File: src/rtl/tmds_word_packer_pkg.sv
// Shared defaults and width helpers for the TMDS word packer.
package tmds_pack_pkg;

    localparam int unsigned DEF_NUM_CH     = 3;
    localparam int unsigned DEF_SYM_W      = 10;
    localparam int unsigned DEF_PACK_RATIO = 2;
    localparam int unsigned DEF_FIFO_DEPTH = 4;
    localparam logic [9:0]  DEF_IDLE_SYMBOL = 10'b1101010100;

    function automatic int unsigned phase_width(input int unsigned ratio);
        return (ratio > 1) ? int'($clog2(ratio)) : 1;
    endfunction

    function automatic int unsigned word_width(input int unsigned num_ch,
                                               input int unsigned sym_w,
                                               input int unsigned pack_ratio);
        return num_ch * pack_ratio * sym_w;
    endfunction

endpackage

File: src/rtl/tmds_word_packer_if.sv
// Symbol input and packed-word output bus of the TMDS word packer.
interface tmds_word_packer_if
    import tmds_pack_pkg::*;
#(
    parameter int unsigned NUM_CH     = DEF_NUM_CH,
    parameter int unsigned SYM_W      = DEF_SYM_W,
    parameter int unsigned PACK_RATIO = DEF_PACK_RATIO
);
    localparam int unsigned SYM_BUS_W = NUM_CH * SYM_W;
    localparam int unsigned WORD_W    = word_width(NUM_CH, SYM_W, PACK_RATIO);

    logic [SYM_BUS_W-1:0] in_sym;
    logic                 in_valid;
    logic                 sync;
    logic [WORD_W-1:0]    out_data;
    logic                 out_valid;
    logic                 out_ready;

    modport master (
        output in_sym, in_valid, sync, out_ready,
        input  out_data, out_valid
    );

    modport slave (
        input  in_sym, in_valid, sync, out_ready,
        output out_data, out_valid
    );

endinterface

File: src/rtl/tmds_word_packer_sync_fifo.sv
// Single-clock show-ahead FIFO with registered fill level and sticky overflow/underflow flags.
module tmds_sync_fifo #(
    parameter int unsigned WIDTH = 60,
    parameter int unsigned DEPTH = 4
) (
    input  logic                     txoutclk_internal,
    input  logic                     reset,
    input  logic                     push,
    input  logic [WIDTH-1:0]         push_data,
    input  logic                     pop,
    output logic [WIDTH-1:0]         head_data,
    output logic                     not_empty,
    output logic [$clog2(DEPTH):0]   fill_level,
    output logic                     overflow,
    output logic                     underflow
);
    localparam int unsigned AW = $clog2(DEPTH);

    logic [WIDTH-1:0] mem [DEPTH];
    logic [AW:0]      wr_ptr, rd_ptr;
    logic [AW:0]      fill_next;
    logic             empty, full, do_push, do_pop;

    always_comb begin
        empty     = (wr_ptr == rd_ptr);
        full      = (wr_ptr[AW] != rd_ptr[AW]) && (wr_ptr[AW-1:0] == rd_ptr[AW-1:0]);
        do_pop    = pop && !empty;
        // A pop frees the head slot in the same edge, so a full FIFO can still take a word.
        do_push   = push && (!full || do_pop);
        fill_next = fill_level + (AW+1)'(do_push) - (AW+1)'(do_pop);
        head_data = mem[rd_ptr[AW-1:0]];
    end

    always_ff @(posedge txoutclk_internal) begin
        if (reset) begin
            mem        <= '{default: '0};
            wr_ptr     <= '0;
            rd_ptr     <= '0;
            fill_level <= '0;
            not_empty  <= 1'b0;
            overflow   <= 1'b0;
            underflow  <= 1'b0;
        end else begin
            if (do_push) begin
                mem[wr_ptr[AW-1:0]] <= push_data;
                wr_ptr              <= wr_ptr + 1'b1;
            end
            if (do_pop)
                rd_ptr <= rd_ptr + 1'b1;
            fill_level <= fill_next;
            not_empty  <= (fill_next != '0);
            if (push && full && !do_pop)
                overflow <= 1'b1;
            if (pop && empty)
                underflow <= 1'b1;
        end
    end

endmodule

File: src/rtl/tmds_word_packer.sv
// Packs PACK_RATIO symbols per channel into one GT word and queues words in a show-ahead FIFO.
// Optional: define TMDS_PACK_IDLE_FILL_EN to accept in_valid=0 cycles as IDLE_SYMBOL.
module tmds_word_packer
    import tmds_pack_pkg::*;
#(
    parameter int unsigned      NUM_CH      = DEF_NUM_CH,
    parameter int unsigned      SYM_W       = DEF_SYM_W,
    parameter int unsigned      PACK_RATIO  = DEF_PACK_RATIO,
    parameter int unsigned      FIFO_DEPTH  = DEF_FIFO_DEPTH,
    parameter logic [SYM_W-1:0] IDLE_SYMBOL = SYM_W'(DEF_IDLE_SYMBOL)
) (
    input  logic                                 txoutclk_internal,
    input  logic                                 reset,
    tmds_word_packer_if.slave                    bus,
    output logic [$clog2(FIFO_DEPTH):0]          fill_level,
    output logic [phase_width(PACK_RATIO)-1:0]   phase,
    output logic                                 overflow,
    output logic                                 underflow
);
    localparam int unsigned     PH_W      = phase_width(PACK_RATIO);
    localparam int unsigned     CH_W      = NUM_CH * SYM_W;
    localparam int unsigned     WORD_W    = word_width(NUM_CH, SYM_W, PACK_RATIO);
    localparam logic [PH_W-1:0] LAST_SLOT = PH_W'(PACK_RATIO - 1);

    logic              accept;
    logic              word_done;
    logic [CH_W-1:0]   sym_eff;
    logic [PH_W-1:0]   slot;
    logic [WORD_W-1:0] slots_q, slots_d;

    always_comb begin
        sym_eff = bus.in_valid ? bus.in_sym : {NUM_CH{IDLE_SYMBOL}};
`ifdef TMDS_PACK_IDLE_FILL_EN
        accept = 1'b1;
`else
        accept = bus.in_valid;
`endif
        slot      = bus.sync ? '0 : phase;
        word_done = accept && (slot == LAST_SLOT);
        // slots_d is the word including this cycle's symbol, so a completed word pushes in the same edge.
        slots_d   = bus.sync ? '0 : slots_q;
        if (accept) begin
            for (int unsigned c = 0; c < NUM_CH; c++)
                slots_d[(c*PACK_RATIO + 32'(slot))*SYM_W +: SYM_W] = sym_eff[c*SYM_W +: SYM_W];
        end
    end

    always_ff @(posedge txoutclk_internal) begin
        if (reset) begin
            phase   <= '0;
            slots_q <= '0;
        end else begin
            slots_q <= slots_d;
            if (word_done)
                phase <= '0;
            else if (accept)
                phase <= slot + 1'b1;
            else if (bus.sync)
                phase <= '0;
        end
    end

    tmds_sync_fifo #(
        .WIDTH (WORD_W),
        .DEPTH (FIFO_DEPTH)
    ) u_fifo (
        .txoutclk_internal (txoutclk_internal),
        .reset             (reset),
        .push              (word_done),
        .push_data         (slots_d),
        .pop               (bus.out_ready),
        .head_data         (bus.out_data),
        .not_empty         (bus.out_valid),
        .fill_level        (fill_level),
        .overflow          (overflow),
        .underflow         (underflow)
    );

endmodule
File: src/flat_wrapper.sv
// flat-port wrapper written by rule: the top's interface ports become plain ports
module tmds_word_packer_flat import tmds_pack_pkg::*;
#(
    parameter int unsigned      NUM_CH      = DEF_NUM_CH,
    parameter int unsigned      SYM_W       = DEF_SYM_W,
    parameter int unsigned      PACK_RATIO  = DEF_PACK_RATIO,
    parameter int unsigned      FIFO_DEPTH  = DEF_FIFO_DEPTH,
    parameter logic [SYM_W-1:0] IDLE_SYMBOL = SYM_W'(DEF_IDLE_SYMBOL)
)
  (txoutclk_internal, reset, fill_level, phase, overflow, underflow, bus_in_sym, bus_in_valid, bus_sync, bus_out_ready, bus_out_data, bus_out_valid);
  tmds_word_packer_if #(.NUM_CH(NUM_CH), .SYM_W(SYM_W), .PACK_RATIO(PACK_RATIO)) bus_i ();
  input  logic txoutclk_internal;
  input  logic reset;
  output logic [$clog2(FIFO_DEPTH):0] fill_level;
  output logic [phase_width(PACK_RATIO)-1:0] phase;
  output logic overflow;
  output logic underflow;
  input wire logic [$bits(bus_i.in_sym)-1:0] bus_in_sym;
  input wire logic [$bits(bus_i.in_valid)-1:0] bus_in_valid;
  input wire logic [$bits(bus_i.sync)-1:0] bus_sync;
  input wire logic [$bits(bus_i.out_ready)-1:0] bus_out_ready;
  output wire logic [$bits(bus_i.out_data)-1:0] bus_out_data;
  output wire logic [$bits(bus_i.out_valid)-1:0] bus_out_valid;
  assign bus_i.in_sym = bus_in_sym;
  assign bus_i.in_valid = bus_in_valid;
  assign bus_i.sync = bus_sync;
  assign bus_i.out_ready = bus_out_ready;
  assign bus_out_data = bus_i.out_data;
  assign bus_out_valid = bus_i.out_valid;
  tmds_word_packer #(.NUM_CH(NUM_CH), .SYM_W(SYM_W), .PACK_RATIO(PACK_RATIO), .FIFO_DEPTH(FIFO_DEPTH), .IDLE_SYMBOL(IDLE_SYMBOL)) u_core (.txoutclk_internal(txoutclk_internal), .reset(reset), .bus(bus_i), .fill_level(fill_level), .phase(phase), .overflow(overflow), .underflow(underflow));
endmodule
File: config.mk
export PLATFORM = sky130hd
export DESIGN_NAME = tmds_word_packer_flat
export DESIGN_NICKNAME = d
export VERILOG_FILES = /design/src/rtl/tmds_word_packer_pkg.sv /design/src/rtl/tmds_word_packer_if.sv /design/src/rtl/tmds_word_packer_sync_fifo.sv /design/src/rtl/tmds_word_packer.sv /design/src/flat_wrapper.sv
export SDC_FILE = /design/constraint.sdc
export NUM_CORES = 1
export LEC_CHECK = 0
export CORE_MARGIN = 5
export CORE_UTILIZATION = 55
export CTS_CLUSTER_SIZE = 24
export DETAILED_ROUTE_END_ITERATION = 16
export PLACE_DENSITY = 0.76
export SLEW_MARGIN = 30
export SYNTH_ARGS = -nofsm -noshare
export SYNTH_HDL_FRONTEND = slang
export SYNTH_SLANG_ARGS = --single-unit
File: constraint.sdc
create_clock -name txoutclk_internal -period 3.6 [get_ports txoutclk_internal]
set_input_delay 1.08 -clock txoutclk_internal [delete_from_list [all_inputs] [get_ports txoutclk_internal]]
set_output_delay 1.08 -clock txoutclk_internal [all_outputs]
set_load 0.01 [all_outputs]
==> impl_metrics.toml <==
[final_layout]
final_cell_area_sq_um = 15900
finalNetCount = 1311
area_growth_syn_to_layout_pct = 19.0
stdcell_count = 1619
layout-drive-gt1-share_pct = 21.3

[yosys]
synth_top_family_by_area = "multiplexers"
synth_seq_area_share_pct = 46.8
synth_edf_count = 0
synth.avg_cell_area_sq_um = 11.1
synthXorXnorAreaFrac_pct = 0.757
synth.cell_area_sq_um = 13400
netlist_instances = 1205
syn_nets = 1249
ys_warn_count = 0
synth_seq_cells = 313
yosysMostFrequentCell = "dfxtp_1"
synth_fa_ha_area_share_pct = 0.897
synth_mux_area_share_pct = 22.6
ys.flop_type = "dfxtp_1"
async_reset_ff_share_pct = 0
yosysUniqueCellTypes = 34
yosys-top-cells-count = "dfxtp_1 (313), nor2b_1 (122), nand3b_1 (120), o21ai_0 (120), mux2_2 (115)"
ys_top_cells_by_area = "dfxtp_1 (47%), mux4_2 (10%), mux2_2 (9.7%)"
yosys.area_share.simple_pct = 15.7
synth.top_cell.area_share_pct = 46.8
synth_compound_area_share_pct = 8.47
synth_top_area_cell = "dfxtp_1"

[detailed_routing]
drtAntennaViolNets = 0
drt-pass1-iter-count = 7
vias = 9180
drt_iter0_drc = 525
vias_per_cell = 5.67
remaining_drc_errors = 0
drt_wl_total_um = 29700
wl_per_cell_um = 18.3

[min_path]
hold_path_class = "flop to flop"

[clock_network]
cts_made_buffers = 34
cts-root-buf = "clkbuf_16"
cts.htree.levels = 2
cts-resized-gates = 0
clock_sink_count = 313
cts_buffer_depth = 3
clkLatencyLatePin_ps = 500
tritoncts = "yes"
hold_buffers = 0
clk_pin_slew_worst_paths_ps = 60

[floorplan]
die_h_um = 166
die_x_um = 166
rows = 57
io_pins = 102
die-area_sq_um = 27600
core_sq_um = 24200
start_util_pct = 55.4

[grt]
grt.overflow.total = 0
grt_pass1_wl_um = 48800
grt_pass1_vias = 9075
grt_use_total_pct = 21.1
grt_antenna_before_repair = 2
grt_max_degree = 96

[timing]
setup_viol = 0
finalMaxSlewViolations = 0
setup_tns_ps = 0
max_freq_mhz = 293
max-slew-margin-rel_pct = 51.1
min_period_ps = 3410
finalCritPeriodShare_pct = 94.8
rsz0062_at_grt = "no"
hold_viol = 0
worst_slew_pin_slew_ps = 733
finalClockSkew_ps = 15.8

[pwr]
leakage_uw = 0.00623
vdd_drop_max_uv = 339
cellPowerDensity_nw_per_um2 = 483

[setup_path]
crit_required_ps = 2520
crit_family = "buffers and inverters"
endpoint_kind = "primary output"
crit_fanout = 11
slowest_stage = "mux4_2"
start_kind = "flop"
crit_buf_inv = 2
critical_path.max_stage_delay_ps = 540
path_class = "flop to primary output"
worst_ep_arrival_time_ps = 2330
path_cells = "buf_4 > mux4_2 > clkdlybuf4s50_1"

[placed_design]
dp.cells = 1554
dpl-instance-area_sq_um = 14700
hpwl_um = 18500
port_buffers = 101
gp_congestion = 0.821

[outcome]
outcome = "complete, no violations"

[flow_run]
drv_cap = 0
[sequential cells by signal, indices dropped and copies added, names as in the netlist]
name / cells
u_core.u_fifo.not_empty: 1
u_core.u_fifo.wr_ptr: 3
u_core.slots_q: 60
u_core.phase: 1
u_core.u_fifo.fill_level: 3
u_core.u_fifo.rd_ptr: 3
u_core.u_fifo.overflow: 1
u_core.u_fifo.underflow: 1
u_core.u_fifo.mem: 240
[worst reg2reg max path, stage by stage, from the launching register on]
cell	delay [ps]
dfxtp_4	520
buf_8	240
xor2_2	230
o31ai_1	510
inv_1	100
ha_1	290
inv_1	40
ha_1	180
fa_1	400
xnor2_1	180
xnor2_1	160
a21oi_1	90
[report_power, final]
part           internal [uW]  switching, uW
clock network           2350           1360
logic                    196            257
registers               3510           23.9
total                   6050           1640
[kinds of logic after synthesis]
group                      after synthesis
DFF                                    313
xor gates and xnor gates                 9
muxes                                  212
AOI/OAI and AO/OA                      190
buffers and inverters                  148
adders and majority gates                9
and+or+nand+nor                        324
[area by class of cell]
| type | instances | area [sq um] |
|---|---|---|
| fillers | 1855 | 8250 |
| multi-input cells | 744 | 6490 |
| flip-flops and latches | 313 | 6270 |
| repair buffers | 135 | 1390 |
| clock buffers | 53 | 1080 |
| well taps | 324 | 405 |
| clock inverters | 9 | 151 |
| inverters | 39 | 146 |
| diodes | 2 | 5.00 |
[layout by cell type (no fill, tap or decap), types with 5 or more instances in the layout]
cell type / instances
mux4_2: 60
clkbuf_1: 7
dfxtp_1: 311
nor2b_1: 122
inv_1: 39
o211ai_1: 30
clkbuf_8: 9
buf_4: 24
clkdlybuf4s50_1: 100
mux2_1: 5
mux2i_1: 32
nor2_1: 11
o21ai_0: 120
or3_1: 31
a21oi_1: 31
mux2_2: 115
nand3_1: 30
buf_12: 9
clkbuf_16: 37
ha_1: 8
nand3b_1: 120
[worst paths after layout]
path	end	depth (start not counted)	slack [ps]	startpoint
setup reg to reg	u_core.u_fifo.not_empty$_SDFF_PP0_	11	530	u_core.u_fifo.rd_ptr[1]$_SDFFE_PP0P_
setup / recovery	bus_out_data[57]	3	190	u_core.u_fifo.rd_ptr[1]$_SDFFE_PP0P_
hold / removal	u_core.u_fifo.mem[215]$_SDFFE_PP0P_	2	490	u_core.u_fifo.mem[215]$_SDFFE_PP0P_
hold reg to reg	u_core.u_fifo.mem[215]$_SDFFE_PP0P_	2	490	u_core.u_fifo.mem[215]$_SDFFE_PP0P_
[timing repair]
item / 4_1_cts / 5_1_grt
setup endpoints to repair: 2 / 0
buffers inserted: 1 / 0
endpoints found under the hold margin: 0 / 0
[through the flow]
step | hold slack (ps) | power (uW) | util [%] | setup WS [ps]
floorplan | 452 | 3880 | - | 335
global placement | 447 | 4050 | 60.7 | 125
detailed placement | 471 | 4060 | 60.7 | 64.9
CTS | 488 | 7750 | 65.9 | 154
global route | 509 | 7950 | 65.9 | 102
finish | 485 | 7690 | 65.9 | 189
[per-layer routing]
metal	vias to the layer above	GRT usage (%)	part of all wire [%]
met5	-	0	0
met4	0	5.92	2.4
met3	44	3.69	4.5
met2	193	34.1	47
met1	4519	29.6	46
li1	4424	-	-
No activity file was read; power rests on OpenSTA's default activity.
